File: config.mk
export PLATFORM = sky130hd
export DESIGN_NAME = maxnet_pu
export DESIGN_NICKNAME = d
export VERILOG_FILES = /design/src/rtl/maxnet_pu.sv
export SDC_FILE = /design/constraint.sdc
export NUM_CORES = 1
export LEC_CHECK = 0
export ABC_AREA = 1
export BUFFER_PORTS_ARGS = -buffer_cell sky130_fd_sc_hd__buf_4
export CAP_MARGIN = 10
export CORE_MARGIN = 4
export CORE_UTILIZATION = 50
export DETAILED_ROUTE_END_ITERATION = 16
export PLACE_DENSITY_LB_ADDON = 0.08
export SYNTH_ARGS = -nofsm -noshare
export SYNTH_HDL_FRONTEND = slang
export SYNTH_SLANG_ARGS = --single-unit
File: constraint.sdc
create_clock -name clk -period 7.8 [get_ports clk]
set_clock_uncertainty 0.05 [all_clocks]
set_input_delay 0 -clock clk [delete_from_list [all_inputs] [get_ports clk]]
set_output_delay 0 -clock clk [all_outputs]
set_load 0.01 [all_outputs]
File: src/rtl/maxnet_pu.sv
// N-channel MaxNet winner-take-all unit: loads a ReLU'd vector, then repeats
// lateral inhibition until at most one channel survives or MAX_ITER is hit.
module maxnet_pu #(
  parameter int          N        = 4,
  parameter int          DATA_W   = 16,
  parameter int          FRAC_W   = 8,
  parameter int unsigned EPS      = 32'h0000_0020,
  parameter int          MAX_ITER = 32
) (
  input  logic                          clk,
  input  logic                          rst,
  input  logic                          in_valid,
  output logic                          in_ready,
  input  logic [N*DATA_W-1:0]           in_data,
  output logic                          out_valid,
  input  logic                          out_ready,
  output logic [N*DATA_W-1:0]           out_data,
  output logic [$clog2(N)-1:0]          winner_idx,
  output logic                          winner_valid,
  output logic                          timeout,
  output logic [$clog2(MAX_ITER+1)-1:0] iter_count
);

  localparam int IDX_W  = $clog2(N);
  localparam int IT_W   = $clog2(MAX_ITER + 1);
  localparam int CNT_W  = $clog2(N + 1);
  localparam int ACC_W  = DATA_W + IDX_W;
  localparam int PROD_W = ACC_W + DATA_W;
  localparam logic [DATA_W-1:0] EPS_Q = DATA_W'(EPS);

  typedef enum logic [2:0] {IDLE, SUM, UPDATE, CHECK, DONE} state_t;

  state_t            state;
  logic [DATA_W-1:0] x [N];
  logic [ACC_W-1:0]  acc;
  logic [IDX_W-1:0]  sum_idx;
  logic [CNT_W-1:0]  nz_cnt;
  logic [IDX_W-1:0]  nz_idx;

  // Channels are never negative after the load clamp, so S - x_i cannot
  // underflow and the whole inhibition path can stay unsigned.
  function automatic logic [DATA_W-1:0] inhibit(input logic [DATA_W-1:0] xi,
                                                input logic [ACC_W-1:0]  s);
    logic [PROD_W-1:0] t;
    t = (PROD_W'(s - ACC_W'(xi)) * PROD_W'(EPS_Q)) >> FRAC_W;
    return (PROD_W'(xi) > t) ? xi - t[DATA_W-1:0] : '0;
  endfunction

  for (genvar g = 0; g < N; g++) begin : g_pack
    assign out_data[g*DATA_W +: DATA_W] = x[g];
  end

  // NOTE: every variable gets a default before the loop so no latch is inferred.
  always_comb begin
    nz_cnt = '0;
    nz_idx = '0;
    for (int i = 0; i < N; i++) begin
      if (x[i] != '0) begin
        nz_cnt = nz_cnt + CNT_W'(1);
        nz_idx = IDX_W'(i);
      end
    end
  end

  // NOTE: state is updated with non-blocking assignments so every register
  // samples the pre-edge values of the others.
  always_ff @(posedge clk or posedge rst) begin
    if (rst) begin
      state        <= IDLE;
      in_ready     <= 1'b1;
      out_valid    <= 1'b0;
      acc          <= '0;
      sum_idx      <= '0;
      winner_idx   <= '0;
      winner_valid <= 1'b0;
      timeout      <= 1'b0;
      iter_count   <= '0;
      // NOTE: the channel array is small and drives out_data, so it is reset
      // like any other register rather than left to power-up contents.
      for (int i = 0; i < N; i++) x[i] <= '0;
    end else begin
      case (state)
        IDLE: begin
          if (in_valid) begin
            for (int i = 0; i < N; i++)
              x[i] <= in_data[i*DATA_W + DATA_W - 1] ? '0 : in_data[i*DATA_W +: DATA_W];
            acc          <= '0;
            sum_idx      <= '0;
            iter_count   <= '0;
            winner_idx   <= '0;
            winner_valid <= 1'b0;
            timeout      <= 1'b0;
            in_ready     <= 1'b0;
            state        <= SUM;
          end
        end
        SUM: begin
          acc <= acc + ACC_W'(x[sum_idx]);
          if (sum_idx == IDX_W'(N - 1)) begin
            sum_idx <= '0;
            state   <= UPDATE;
          end else begin
            sum_idx <= sum_idx + IDX_W'(1);
          end
        end
        UPDATE: begin
          for (int i = 0; i < N; i++) x[i] <= inhibit(x[i], acc);
          iter_count <= iter_count + IT_W'(1);
          state      <= CHECK;
        end
        CHECK: begin
          if (nz_cnt <= CNT_W'(1)) begin
            winner_valid <= (nz_cnt == CNT_W'(1));
            winner_idx   <= nz_idx;
            timeout      <= 1'b0;
            out_valid    <= 1'b1;
            state        <= DONE;
          end else if (iter_count == IT_W'(MAX_ITER)) begin
            winner_valid <= 1'b0;
            winner_idx   <= '0;
            timeout      <= 1'b1;
            out_valid    <= 1'b1;
            state        <= DONE;
          end else begin
            acc   <= '0;
            state <= SUM;
          end
        end
        DONE: begin
          if (out_ready) begin
            out_valid <= 1'b0;
            in_ready  <= 1'b1;
            state     <= IDLE;
          end
        end
        default: state <= IDLE;
      endcase
    end
  end

endmodule

==> results of run 1 <==
-- what timing repair did --
item / in CTS / in global routing
resized for setup: 0 / 0
hold endpoints to repair: 97 / 0
hold buffers: 84 / 0
-- cell type report --
| cell class | instances | area share |
|---|---|---|
| well taps | 372 | 0.02864 |
| flip-flops and latches | 99 | 0.1525 |
| inverters | 335 | 0.07775 |
| clock buffers | 9 | 0.01386 |
| repair buffers | 235 | 0.1215 |
| multi-input cells | 1814 | 0.6016 |
| clock inverters | 7 | 0.004157 |
-- logic make-up (layout without fill, tap and decap cells) --
kind of cell | Yosys count | in the layout | share of synthesized area
simple gates | 1116 | 1116 | 0.3454
compound gates | 475 | 475 | 0.1774
xor+xnor | 72 | 72 | 0.04566
buf+inv | 390 | 586 | 0.1126
fa+ha+maj | 151 | 151 | 0.1395
flops | 99 | 99 | 0.1795
-- routing by layer --
metal / part of all wire / routed length (um) / up-vias
met5: 0.00026 / 13 / -
met4: 0.035 / 1753 / 2
met3: 0.061 / 3056 / 93
met2: 0.46 / 22980 / 596
met1: 0.45 / 22350 / 7239
li1: - / - / 7929
-- through the flow --
step           setup WS [ps]    util  area (um2)  cells
6_report                3943  0.5997       16250   2871
3_5_place_dp            4072  0.5579       15120   2771
4_1_cts                 4038  0.5997       16250   2871
5_1_grt                 3556  0.5997       16250   2871
3_3_place_gp            4051  0.5579       15120   2771
2_1_floorplan           4522       -       13810   2303
-- sequential cells by signal, summed over array words and instances (netlist names) --
register,cells
winner_idx,2
out_valid,1
in_ready,1
timeout,1
winner_valid,1
iter_count,6
state,3
out_data,64
acc,18
sum_idx,2
-- worst paths after layout --
| check | from | endpoint |
|---|---|---|
| min in group asynchronous | rst | out_data[13]$_DFFE_PP0P_ |
| min | in_data[63] | out_data[53]$_DFFE_PP0P_ |
| max reg2reg | out_data[1]$_DFFE_PP0P_ | out_data[15]$_DFFE_PP0P_ |
| max in group asynchronous | rst | out_data[42]$_DFFE_PP0P_ |
| max | out_data[1]$_DFFE_PP0P_ | out_data[15]$_DFFE_PP0P_ |
| min reg2reg | in_ready$_DFFE_PP1P_ | in_ready$_DFFE_PP1P_ |
-- synthesized netlist by cell type, types with 11 or more instances --
| master | count |
|---|---|
| nand2_1 | 607 |
| inv_1 | 323 |
| a21oi_1 | 268 |
| nor2_1 | 238 |
| o21ai_0 | 172 |
| nand3_1 | 151 |
| ha_1 | 146 |
| dfrtp_1 | 98 |
| nand4_1 | 48 |
| xnor2_1 | 41 |
| xor2_1 | 31 |
| clkbuf_1 | 29 |
| buf_2 | 13 |
| nor4_1 | 11 |
-- critical path, delay by kind of cell, from the launching register on --
kind            cells  cell delay, ps
buf+inv             2             220
flops               1             530
simple gates       12            1650
compound gates      2             380
xor+xnor            1             130
fa+ha+maj           2             710
==> impl_metrics.toml, run 1 <==
[routing]
drc = 0
dr_total_vias = 15860
first_pass_iters = 8
drt_iter0_drc = 1473
avgViaCountPerCell = 5.524
drt-total-wl_um = 50150
drt.antenna.violating_nets = 0
wl_per_cell_um = 17.47

[clock_tree]
ctsRootBufferMaster = "clkbuf_16"
insertion_delay_ps = 370
clk_path_buf_depth = 2
clk_pin_slew_worst_paths_ps = 80
cts_tree = "done"
post_cts_buffers = 0
htree_levels = 3
numCtsBuffers = 9
clkSinkCount = 99

[critical_path]
r2r_cells = 19
worstSetupEndpointType = "flip-flop"
critPathKind = "reg -> reg"
crit_slowest_cell = "dfrtp_1"
arrival_ps = 4020
crit_top_cell = "nand2_1"
path_cells = "inv_1, ha_1, nand3_1, nand2_1, a21oi_1, inv_1, nand2_1, nand2_1, nand2_1, nand2_1, xnor2_1, ha_1, nand2_1, nor2_1, and2_1, nand4_1, or2_1, nand4_1, o21ai_0"
cp_slowest_stage_delay_ps = 530
start_kind = "flip-flop"
critical_path_required_ps = 7960
worstPathMaxFanout = 16
rrSetupSlack_ps = 3940

[synth]
synthesis.nets = 2522
synth_seq_area_share = 0.1795
synth.top_cell.area_share = 0.1776
synth_top_area_cell = "dfrtp_1"
netlist_area_mm2 = 0.01381
ys_seq_elements = 99
yosysUniqueCellTypes = 45
synth_area_leaders = "dfrtp_1 18%, nand2_1 16%, ha_1 13%"
syn_area_per_cell_um2 = 5.997
synthCells = 2303
async_flop_share = 1.000
ys.flop_type = "dfrtp_1"
yosysWarningCount = 0
synth_edf_count = 0

[floorplanning]
num_io_pins = 144
dieArea_mm2 = 0.03035
num_rows = 60
die_width_um = 174.2
die_height_um = 174.2
start_util = 0.5096
core-area_mm2 = 0.02710

[timing]
relSlewSlack = 0.3363
worstMarginPinSlew_ps = 995.6
setup_viol = 0
fmaxAchievable_mhz = 259.3
rsz0062_at_grt = "false"
tns_ps = 0
hold_slack_ps = 10.09
period_share = 0.4944
slew_viol_final = 0
finalHoldViolCount = 0
period_needed_ps = 3857

[layout]
area_growth_pct = 17.67
antenna_cells = 0
final_cell_mix = "607 x nand2_1, 322 x inv_1, 268 x a21oi_1"
seq_area_mm2 = 0.002479
multi_input_area_mm2 = 0.009778
final_nets = 2713
layout_commonest_cell = "nand2_1"
drive_gt1_frac = 0.08683
n_fill_cell = 2669

[global_routing]
grt_overflow = 0
met3_usage = 0.03480
grtUsageMet2 = 0.5340
antenna_found_initial = 1
grt_start_max_net_pins = 66
busiest_layer = "met2"
grtUsageTotal = 0.3220
grt_first_pass_wirelength_um = 79450
use_met1 = 0.4370
grt_pass1_vias = 15170

[outcome]
outcome = "completed"

[placed_design]
dpl.hpwl_um = 38130
io_buffers = 143
gp_congestion = 0.9856

[job]
cap_violations = 0

[min_path]
hold_depth = 4
holdCritPathClass = "in -> reg"
Power of run 1 is not shown: default switching activity piles up to over one toggle a cycle in this logic, so the estimate is an artifact.
==> run 2: changes to the inputs <==
- ABC_AREA: 1 -> 0
- clock period: 7.8 -> 3.2 ns (I/O delays scaled with it)
==> impl_metrics.toml, run 2 <==
[outcome]
outcome = "finished, violations left"
violations = "negative hold slack, negative setup slack"

[synth]
synthCells = 1372
netlist_area_mm2 = 0.01122
synth_common_cells = "180 x a21oi_1, 146 x ha_1, 107 x o21ai_0"
synth.most_common_cell = "a21oi_1"
async_flop_share = 1.000
ys_seq_elements = 99
synth_area_leaders = "dfrtp_1 22%, ha_1 16%, a21oi_1 8.0%"
yosysWarningCount = 0
synth.top_cell.area_share = 0.2187
yosysUniqueCellTypes = 76
synth_edf_count = 0
synthesis.nets = 1591
synth_top_area_cell = "dfrtp_1"
synth_seq_area_share = 0.2210
syn_area_per_cell_um2 = 8.175
ys.flop_type = "dfrtp_1"

[routing]
wl_per_cell_um = 22.96
drt-total-wl_um = 52890
drt_iter0_drc = 1261
drc = 0
dr_total_vias = 14300
avgViaCountPerCell = 6.209
drt.antenna.violating_nets = 0
first_pass_iters = 8

[job]
cap_violations = 0

[timing]
relSlewSlack = 0.4418
fmaxAchievable_mhz = 230.3
timing.final.ws_setup_ps = -1141
rsz0062_at_grt = "true"
worstMarginPinSlew_ps = 834.4
finalHoldViolCount = 1
slew_viol_final = 0
hold_slack_ps = -0.1028
period_share = 1.357
setup_viol = 89
period_needed_ps = 4341

[clock_tree]
htree_levels = 3
cts_tree = "done"
clk_pin_slew_worst_paths_ps = 80
clkSinkCount = 99
insertion_delay_ps = 360
ctsRootBufferMaster = "clkbuf_16"
numCtsBuffers = 9
clk_path_buf_depth = 2

[floorplanning]
num_rows = 54
core-area_mm2 = 0.02196
num_io_pins = 144
start_util = 0.5108
die_width_um = 157.8
dieArea_mm2 = 0.02489
die_height_um = 157.8

[global_routing]
grt_overflow = 0
grt_pass1_vias = 13790
grt_first_pass_wirelength_um = 73070
grtUsageTotal = 0.3788
antenna_found_initial = 0
grt_start_max_net_pins = 100

[critical_path]
worstPathMaxFanout = 6
start_kind = "flip-flop"
critPathKind = "reg -> reg"
worstSetupEndpointType = "flip-flop"
critical_path_required_ps = 3390
arrival_ps = 4530

[placed_design]
dp_slack_ps = -1209
gp_congestion = 0.9689
place_inst = 2189
io_buffers = 143
dpl.hpwl_um = 35190

[layout]
largest_register_ffs = 64
final_cell_mix = "601 x buf_4, 125 x a21oi_1, 114 x ha_1"
area_growth_pct = 66.39
layout_commonest_cell = "buf_4"
drive_gt1_frac = 0.4718
final_nets = 2236
final_cells = 2303

[min_path]
holdCritPathClass = "in -> reg"
==> run 2: cell count changes in the layout (fill, tap and decap cells not counted), moves of 28 or more <==
cell,previous run,this run
nand3_1,151,16
buf_4,151,601
xnor2_1,41,70
ha_1,146,114
nand2b_1,0,62
nor2_1,238,67
buf_6,0,37
a21oi_2,0,46
inv_1,322,85
a21oi_1,268,125
nand4_1,48,20
dlygate4sd3_1,84,24
nand2_1,607,51
o21ai_0,172,75
==> run 2: cells by family (layout without fill, tap and decap cells) <==
logic type	Yosys count	count (layout)	share of synthesized area
multiplexers	18	18	0.03403
adder cells (fa/ha/maj)	151	151	0.1718
flip-flops	99	99	0.2210
AO/OA/AOI/OAI	472	475	0.2602
buffers and inverters	147	794	0.05054
XOR/XNOR	107	107	0.08356
other	0	1	0
AND/OR/NAND/NOR	378	378	0.1789
==> run 2: area by class of cell <==
cell class / count / area, um2
multi-input cells: 1129 / 9681
repair buffers: 672 / 5381
fillers: 1301 / 3297
flip-flops and latches: 99 / 2496
inverters: 106 / 422.9
well taps: 280 / 350.3
clock buffers: 11 / 252.7
clock inverters: 5 / 75.07
diodes: 1 / 2.502
==> run 2: critical path: stages, from the launching register on <==
cell	delay, ps
dfrtp_2	510
ha_4	290
a21oi_4	170
o21ai_4	90
o41ai_4	340
o21a_1	190
o31a_1	240
nor2b_2	80
o21a_1	180
buf_4	130
or2_4	260
ha_4	280
nand4_1	120
nor4_2	320
nor3_2	80
and3_1	180
nand3_2	90
a21boi_4	70
buf_12	150
clkbuf_16	160
a21oi_4	130
a21oi_1	70
==> run 2: worst paths after layout <==
kind / startpoint / end / slack, ps / depth (start not counted)
setup / recovery: acc[2]$_DFFE_PP0P_ / out_data[36]$_DFFE_PP0P_ / -1140 / 21
hold / removal: in_data[34] / out_data[34]$_DFFE_PP0P_ / -0.1 / 5
setup reg to reg: acc[2]$_DFFE_PP0P_ / out_data[36]$_DFFE_PP0P_ / -1140 / 21
hold reg to reg: winner_idx[0]$_DFFE_PP0P_ / winner_idx[0]$_DFFE_PP0P_ / 450 / 2
max in group asynchronous: rst / out_data[34]$_DFFE_PP0P_ / 2290 / 4
min in group asynchronous: rst / out_data[12]$_DFFE_PP0P_ / 260 / 4
==> run 2: per-stage QoR <==
| step | TNS, ps | hold slack, ps | utilization | cell area [um2] |
|---|---|---|---|---|
| floorplan | -36480 | 106.9 | - | 11600 |
| global placement | -64460 | 137.7 | 0.7376 | 16200 |
| detailed placement | -67560 | 135.9 | 0.7376 | 16200 |
| CTS | -53690 | 0.9261 | 0.8072 | 17720 |
| global route | -98290 | 31.81 | 0.8497 | 18660 |
| finish | -85010 | -0.1028 | 0.8499 | 18660 |
==> run 2: metal layers <==
layer / track usage / vias to the layer above / wire [um]
li1: - / 6314 / -
met1: 0.4618 / 6809 / 19470
met2: 0.6403 / 886 / 24340
met3: 0.06561 / 291 / 5239
met4: 0.1983 / 0 / 3838
met5: 0 / - / 0
==> run 2: what timing repair did <==
action / 4_1_cts / 5_1_grt
endpoints found under the setup margin: 87 / 85
hold buffers: 24 / 0
hold endpoints to repair: 121 / 0
buffers inserted: 34 / 37
pin swaps: 62 / 76
gates cloned: 4 / 1
gates resized for setup: 144 / 134
Power of run 2 is left out for the same reason.
==> run 3: changes to the inputs <==
- CAP_MARGIN: 10 -> not set
- HOLD_SLACK_MARGIN: not set -> 0.02
==> impl_metrics.toml, run 3 (synthesis results as in run 2) <==
[outcome]
violations = "negative setup slack"
outcome = "finished, violations left"

[clock_tree]
ctsRootBufferMaster = "clkbuf_16"
clk_path_buf_depth = 2
clk_pin_slew_worst_paths_ps = 80
clkSinkCount = 99
insertion_delay_ps = 360
cts_tree = "done"
numCtsBuffers = 9
htree_levels = 3

[critical_path]
start_kind = "flip-flop"
worstSetupEndpointType = "flip-flop"
critPathKind = "reg -> reg"
arrival_ps = 4490
critical_path_required_ps = 3400
worstPathMaxFanout = 7
cp_slowest_stage_delay_ps = 480
crit_slowest_cell = "dfrtp_2"
path_cells = "buf_6, ha_4, a21o_1, a21oi_2, o21ai_4, o31ai_4, a21oi_2, a21oi_2, o21bai_2, a21oi_2, xnor2_1, ha_1, buf_6, a21oi_4, o21ai_2, a21o_1, a21oi_2, a21oi_2, o31ai_2, buf_4, a21oi_4, buf_12, a21oi_4, a21oi_2"
crit_top_cell = "a21oi_2"

[layout]
design_area_mm2 = 0.01858
area_growth_pct = 65.66
largest_register_ffs = 64
final_nets = 2236
antenna_cells = 0
postLayoutCoreUtil = 0.8462
n_fill_cell = 1314
drive_gt1_frac = 0.4614
final_cell_mix = "600 x buf_4, 127 x a21oi_1, 116 x ha_1"
layout_commonest_cell = "buf_4"

[timing]
tns_ps = -65300
worstMarginPinSlew_ps = 830.0
slew_viol_final = 0
fmaxAchievable_mhz = 233.2
finalHoldViolCount = 0
period_share = 1.340
setup_viol = 82
period_needed_ps = 4288
hold_slack_ps = 26.62
relSlewSlack = 0.4448
timing.final.ws_setup_ps = -1088
rsz0062_at_grt = "true"

[routing]
first_pass_iters = 6
drt.antenna.violating_nets = 0
avgViaCountPerCell = 6.047
drt_iter0_drc = 1109
dr_total_vias = 13920
drc = 0
wl_per_cell_um = 21.88
drt-total-wl_um = 50360

[placed_design]
gp_congestion = 0.9689
dpl.hpwl_um = 35190
place_area_mm2 = 0.01620
io_buffers = 143

[floorplanning]
num_io_pins = 144
dieArea_mm2 = 0.02489
die_height_um = 157.8
start_util = 0.5108
die_width_um = 157.8
num_rows = 54
core-area_mm2 = 0.02196

[global_routing]
grt_pass1_vias = 13860
grt_start_max_net_pins = 100
antenna_found_initial = 0
grtUsageTotal = 0.3809
grt_overflow = 0
grt_first_pass_wirelength_um = 73440

[job]
cap_violations = 0

[min_path]
holdCritPathClass = "in -> reg"
-- run 3: cell types whose count changed in the layout (fill, tap and decap cells not counted), moves of 2 or more --
cell	delta
dlygate4sd3_1	+11
buf_6	-10
ha_4	-4
inv_1	+3
o21ai_0	+3
a21oi_1	+2
a21oi_2	-2
ha_1	+2
ha_2	+2
inv_2	-2
nand2_1	+2
o21ai_1	-2
-- run 3: area by class of cell --
class                   count  area, um2  share of cell area
clock buffers              11      252.7             0.01360
repair buffers            672       5371              0.2891
flip-flops and latches     99       2496              0.1343
multi-input cells        1129       9614              0.5174
clock inverters             5      75.07            0.004040
inverters                 106      420.4             0.02263
well taps                 280      350.3             0.01886
-- run 3: per-layer routing --
layer / up-vias / GRT usage / routed length, um
met5: - / 0 / 0
met4: 0 / 0.2065 / 3398
met2: 747 / 0.6423 / 23510
met1: 6636 / 0.4608 / 19040
met3: 238 / 0.06944 / 4404
li1: 6300 / - / -
-- run 3: per-stage QoR --
stage	std cells	setup WS [ps]
floorplan	1372	-766.4
global placement	2189	-1123
detailed placement	2189	-1209
CTS	2276	-951.1
global route	2302	-1255
finish	2302	-1088
-- run 3: path summary, 6_finish.rpt --
kind                       cells after the start  slack [ps]                         to                      start
max                                           24       -1090   out_data[52]$_DFFE_PP0P_         acc[4]$_DFFE_PP0P_
min                                            5          30    out_data[9]$_DFFE_PP0P_                 in_data[9]
max reg2reg                                   24       -1090   out_data[52]$_DFFE_PP0P_         acc[4]$_DFFE_PP0P_
min reg2reg                                    2         440  winner_idx[0]$_DFFE_PP0P_  winner_idx[0]$_DFFE_PP0P_
max in group asynchronous                      4        2310         acc[8]$_DFFE_PP0P_                        rst
min in group asynchronous                      4         290   out_data[12]$_DFFE_PP0P_                        rst
-- run 3: critical path: cells and delay by family (launching register included) --
family,cells,cell delay [ps]
adder cells (fa/ha/maj),2,490
AO/OA/AOI/OAI,17,2350
XOR/XNOR,1,140
flip-flops,1,480
buffers and inverters,4,660
-- run 3: what timing repair did --
action,4_1_cts,5_1_grt
cloned,4,1
endpoints found under the setup margin,87,85
hold buffers,35,0
pin swaps,62,59
endpoints found under the hold margin,131,0
setup buffers,34,26
gates resized for setup,144,106
Power of run 3 is left out for the same reason.
